## src/rtl/conv_32_8_tx.sv

```systemverilog
// 32-bit to 8-bit serializer with valid/ready on both sides.
// Build option: CONV_PREFETCH_EN accepts the next word during the last byte.
module conv_32_8_tx #(
   parameter bit LSB_FIRST = 1'b1
) (
   input  logic        clk,
   input  logic        reset_L,
   input  logic [31:0] data_in,
   input  logic        valid_in,
   output logic        ready_in,
   output logic [7:0]  data_out,
   output logic        valid_out,
   input  logic        ready_out,
   output logic [1:0]  byte_idx,
   output logic        last_out
);

   typedef enum logic {S_IDLE, S_SEND} state_t;

   state_t      r_state, w_state_nxt;
   logic [31:0] r_hold, w_hold_nxt;
   logic [1:0]  r_idx, w_idx_nxt;
   logic        r_live;
   logic        w_in_xfer, w_out_xfer;
   logic [1:0]  w_sel;

   // Holds ready_in low until the first edge after reset release.
   always_ff @(posedge clk or negedge reset_L) begin
      if (!reset_L) r_live <= 1'b0;
      else          r_live <= 1'b1;
   end

   always_ff @(posedge clk or negedge reset_L) begin
      if (!reset_L) begin
         r_state <= S_IDLE;
         r_hold  <= 32'h0;
         r_idx   <= 2'd0;
      end else begin
         r_state <= w_state_nxt;
         r_hold  <= w_hold_nxt;
         r_idx   <= w_idx_nxt;
      end
   end

`ifdef CONV_PREFETCH_EN
   assign ready_in = r_live && ((r_state == S_IDLE) ||
                                (r_state == S_SEND && r_idx == 2'd3 && ready_out));
`else
   assign ready_in = r_live && (r_state == S_IDLE);
`endif

   assign valid_out  = (r_state == S_SEND);
   assign last_out   = valid_out && (r_idx == 2'd3);
   assign byte_idx   = r_idx;
   assign w_in_xfer  = valid_in && ready_in;
   assign w_out_xfer = valid_out && ready_out;

   // MSB-first order is the bit-inverse of the transmission index (3 - idx).
   assign w_sel    = LSB_FIRST ? r_idx : ~r_idx;
   assign data_out = valid_out ? r_hold[{w_sel, 3'b000} +: 8] : 8'h00;

   always_comb begin
      w_state_nxt = r_state;
      w_hold_nxt  = r_hold;
      w_idx_nxt   = r_idx;
      case (r_state)
         S_IDLE: begin
            if (w_in_xfer) begin
               w_hold_nxt  = data_in;
               w_idx_nxt   = 2'd0;
               w_state_nxt = S_SEND;
            end
         end
         S_SEND: begin
            if (w_out_xfer) begin
               if (r_idx == 2'd3) begin
                  w_idx_nxt = 2'd0;
                  if (w_in_xfer) w_hold_nxt  = data_in;
                  else           w_state_nxt = S_IDLE;
               end else begin
                  w_idx_nxt = r_idx + 2'd1;
               end
            end
         end
         default: w_state_nxt = S_IDLE;
      endcase
   end

endmodule

```

## config.mk

```make
export PLATFORM = sky130hd
export DESIGN_NAME = conv_32_8_tx
export DESIGN_NICKNAME = d
export VERILOG_FILES = /design/src/rtl/conv_32_8_tx.sv
export SDC_FILE = /design/constraint.sdc
export NUM_CORES = 1
export LEC_CHECK = 0
export ABC_AREA = 1
export BUFFER_PORTS_ARGS = -buffer_cell sky130_fd_sc_hd__buf_2
export CAP_MARGIN = 0
export CELL_PAD_IN_SITES_DETAIL_PLACEMENT = 1
export CELL_PAD_IN_SITES_GLOBAL_PLACEMENT = 1
export CORE_ASPECT_RATIO = 1.75
export CORE_MARGIN = 3
export CORE_UTILIZATION = 41
export DETAILED_ROUTE_END_ITERATION = 8
export PLACE_DENSITY = 0.94
export SLEW_MARGIN = 20
export SYNTH_ARGS = -nofsm -noshare
export SYNTH_HDL_FRONTEND = slang
export SYNTH_SLANG_ARGS = --single-unit
```

## constraint.sdc

```tcl
create_clock -name clk -period 3.4 [get_ports clk]
set_input_delay 0.17 -clock clk [delete_from_list [all_inputs] [get_ports clk]]
set_output_delay 0.17 -clock clk [all_outputs]
set_load 0.02 [all_outputs]
```

# Word level (Yosys, flattened, before mapping)
# Cells that the tools add are included.
# word_totals
reg_bits	36
inputBits	36
out_inout_bits	13
wordCells	30
# classes
addsub	1
eq_ne	4
n_shift	1
muxes	13
bitwise_logic	1
n_reduce_logical	6
# ops
operator	count
$mux 32	3
$pmux 32 s2	1
$shiftx 32x6->8	1
$mux 8	1
$mux 2	3
$logic_and 1x1->1	4
$ne 2x1->1 const B	2
$pmux 2 s2	1
$reduce_and 2->1	2
$mux 1	3
$add 2x1->2 const B	1
$eq 2x2->1 const B	1
$ne 2x2->1 const B	1
$pmux 1 s2	1
$not 1->1	1

# Logic depth before layout (Yosys ltp)
# depth
depth_word	7
ltp_mapped	6
mapped_depth_nobuf	5

# Least setup slack after synthesis
# Ideal clock, no wire load.
# synth_path
path_type	reg2out
from	register r_idx[0] (netlist: byte_idx[0])
to	output port data_out[6]
t_arrival_ns	1.418
required_time_ns	3.230
setup_slack_ns	1.812
path_stages_with_launch	7
path_buffers	2
path_cell_list	dfrtp_1 -> buf_2 -> inv_2 -> buf_2 -> nand2_1 -> nand3_1 -> a21oi_1
# synth_between
elab_chain_cells	2
# synth_rtl
item	line	rtl
start: declaration	22	logic [1:0] r_idx, w_idx_nxt;
start signal: assignment	41	r_idx <= w_idx_nxt;
$shiftx 32x6->8	60	assign data_out = valid_out ? r_hold[{w_sel, 3'b000} +: 8] : 8'h00;
$mux 8	60	
end: declaration	11	output logic [7:0] data_out,
# Every way passes these cells.

# Worst setup path in the final report
# layout_path
from	register r_idx[0] (netlist: byte_idx[0])
to	output port data_out[5]
# Same word-level chain as after synthesis.

==> impl_metrics.json <==
{
  "status": "finished clean",
  "worstSetupStartpointType": "flip-flop",
  "avgRoutedWirePerCell_um": 14.9,
  "drt-total-wl_mm": 4.69,
  "root_buffer": "clkbuf_8",
  "post_dp_cell_area_sq_um": 2070,
  "cts-resized-gates": 0,
  "antenna_left": 0,
  "timing.fmax_ghz": 0.458,
  "std_cell_rows": 31,
  "hold_slack_ns": 0.115,
  "timing.hold.worst_path_depth": 3,
  "ctsHtreeMaxLevel": 2,
  "grt_start_max_net_pins": 39,
  "vdd_drop_max_mv": 0.563,
  "min-delay-start": "data_in[23]",
  "clock-skew-final_ns": 0.00474,
  "vias_per_cell": 4.89,
  "finalWeightedCongestion": 0.809,
  "worstSetupStartpoint": "byte_idx[0]",
  "cpLargestDelayFamily": "flip-flops",
  "cellLeakagePower_nw": 1.19,
  "yosys_warnings": 0,
  "design.die.area_sq_um": 5370,
  "fin_crit_ns": 2.18,
  "drcViolationCount": 0,
  "worst_setup_path_end_kind": "primary output",
  "cts-buffers-inserted": 5,
  "worstPathBufferInverterCount": 2,
  "cp.required_ns": 3.23,
  "dp_hpwl_mm": 3.56,
  "cellPowerDensity_nw_per_um2": 949,
  "timing.critical_path.cells": "inv_2 > nand2_1 > nand3_1 > a21oi_1 > buf_2",
  "netlist-cell-type-count": 17,
  "postSynthAreaPerCell_sq_um": 8.34,
  "drt_first_pass_iters": 4,
  "via_count": 1546,
  "post_route_cells_drive_above_1_share_pct": 33.0,
  "rsz_0062_raised_after_global_routing": "no",
  "final_common_cell": "buf_2",
  "area_growth_pct": 18.3,
  "r2r.worst_path.cells": 5,
  "clock_tree_from_tritoncts": "done",
  "synth.top_cells.by_area": "dfrtp_1 49%, a21oi_2 14%, nand2_1 8.1%, inv_1 7.1%, nor2_1 6.7%",
  "dieWidth_um": 56.7,
  "slew_headroom_pct": 45.0,
  "port_buffers": 48,
  "setup.worst_path.class": "reg -> out",
  "synth_nets": 259,
  "antenna_violations_before_repair": 0,
  "worst_path_max_delay_cell": "dfrtp_1",
  "grt_pass1_wl_mm": 7.96,
  "fin_nets": 305,
  "hold_critical_path_endpoint": "r_hold[23]",
  "die_h_um": 94.7,
  "portion_of_the_post_synthesis_area_used_by_sequential_elements_pct": 48.9,
  "setup_viol_count_final": 0,
  "timing.final.crit_share_pct": 64.3,
  "worst_path_clk_slew_ns": 0.07,
  "grtUsageTotal_pct": 19.6,
  "final_cell_area_sq_um": 2180,
  "antenna_cells_inserted": 0,
  "num_io_pins": 49,
  "clock_insertion_delay_worst_skew_ns": 0.29,
  "finalMaxSlewViolations": 0,
  "synth.top_cell.area_share_pct": 48.9,
  "holdBufCountCts": 1,
  "r2r-start": "valid_out",
  "fin_tns_setup_ns": 0,
  "worst_hold_path_type": "in -> reg",
  "delay_of_the_slowest_critical_path_stage_ns": 0.78,
  "drt_iter0_drc": 22,
  "most_frequent_cells_in_the_layout": "48 x buf_2, 40 x nand2_1, 36 x dfrtp_1",
  "core_region_area_sq_um": 4230,
  "r2r_path_end": "r_hold[12]",
  "r2r_setup_slack_ns": 1.30,
  "clock-sinks": 36,
  "cts_setup_buffers": 0,
  "number_of_hold_violations_in_the_final_report": 0,
  "clk_path_buf_depth": 2,
  "synthesis.instances": 221,
  "worst_slew_pin_slew_ns": 0.824,
  "post-synth-top-area-cell": "dfrtp_1",
  "arrival_ns": 2.01,
  "synth-seq-cells": 36,
  "start_util_pct": 43.6,
  "global_route.overflow_total": 0,
  "cp_max_fo": 21,
  "first_global_vias": 1741,
  "drv_cap": 0,
  "syn-cell-area_sq_um": 1840
}
==> worst max-delay path by stage <==
stage / depth (start not counted) / end / slack (ns)
6_report: 5 / data_out[5] / 1.22
5_1_grt: 5 / data_out[5] / 1.02
4_1_cts: 5 / data_out[5] / 1.20
3_5_place_dp: 5 / r_hold[12] / 1.28
3_3_place_gp: 5 / r_hold[12] / 1.38
2_1_floorplan: 6 / data_out[6] / 1.81
==> worst register-to-register path, delay by kind of cell (launching register included) <==
family / cells / cell delay, ns
simple gates: 2 / 0.77
buf+inv: 2 / 0.69
flops: 1 / 0.47
compound gates: 1 / 0.06
==> power breakdown <==
group	total (mW)	switching (mW)	internal (mW)
Combinational	0.983	0.642	0.341
Clock	0.329	0.149	0.180
Sequential	0.755	0.123	0.632
Total	2.07	0.915	1.15
==> kinds of logic (layout without fill, tap and decap cells) <==
logic type	after synthesis	count (layout)	share of synthesized area, %
AOI/OAI and AO/OA	41	41	17.0
adders and majority gates	2	2	1.36
buffers and inverters	48	94	11.9
DFF	36	36	48.9
other	1	1	0.203
and+or+nand+nor	93	93	20.6
==> synth_stat cells <==
| cell type | n |
|---|---|
| nand2_1 | 40 |
| dfrtp_1 | 36 |
| inv_1 | 35 |
| nor2_1 | 33 |
| a21oi_2 | 29 |
| nand3_1 | 18 |
| a21oi_1 | 11 |
| buf_2 | 6 |
| buf_6 | 4 |
| ha_1 | 2 |
| clkbuf_1 | 1 |
| conb_1 | 1 |
| inv_2 | 1 |
| inv_4 | 1 |
| nand3_2 | 1 |
| nor3_1 | 1 |
| o21ai_1 | 1 |
==> routing by layer <==
| metal | vias up | share of wire (%) | track usage [%] |
|---|---|---|---|
| li1 | 766 | - | - |
| met1 | 735 | 37 | 20.9 |
| met2 | 36 | 56 | 36.4 |
| met3 | 9 | 4.2 | 4.10 |
| met4 | 0 | 2.6 | 8.32 |
| met5 | - | 0 | 0 |
==> layout make-up <==
cell class,instances,area (sq um)
clock buffers,7,96.3
fillers,554,2050
inverters,37,141
multi-input cells,137,722
flip-flops and latches,36,901
well taps,49,61.3
repair buffers,50,258
==> sequential cells by signal, indices dropped and copies added, names as in the netlist <==
name       flops
byte_idx       2
r_hold        32
valid_out      1
r_live         1
==> through the flow <==
stage,setup WS (ns),util [%],power [mW],std cells
after floorplan,1.81,-,1.45,221
final,1.22,51.6,2.07,316
after CTS,1.20,51.6,2.09,316
after global routing,1.02,51.6,2.24,316
after detailed placement,1.28,49.0,1.75,308
after global placement,1.38,49.0,1.69,308
No activity file was read; power rests on OpenSTA's default activity.
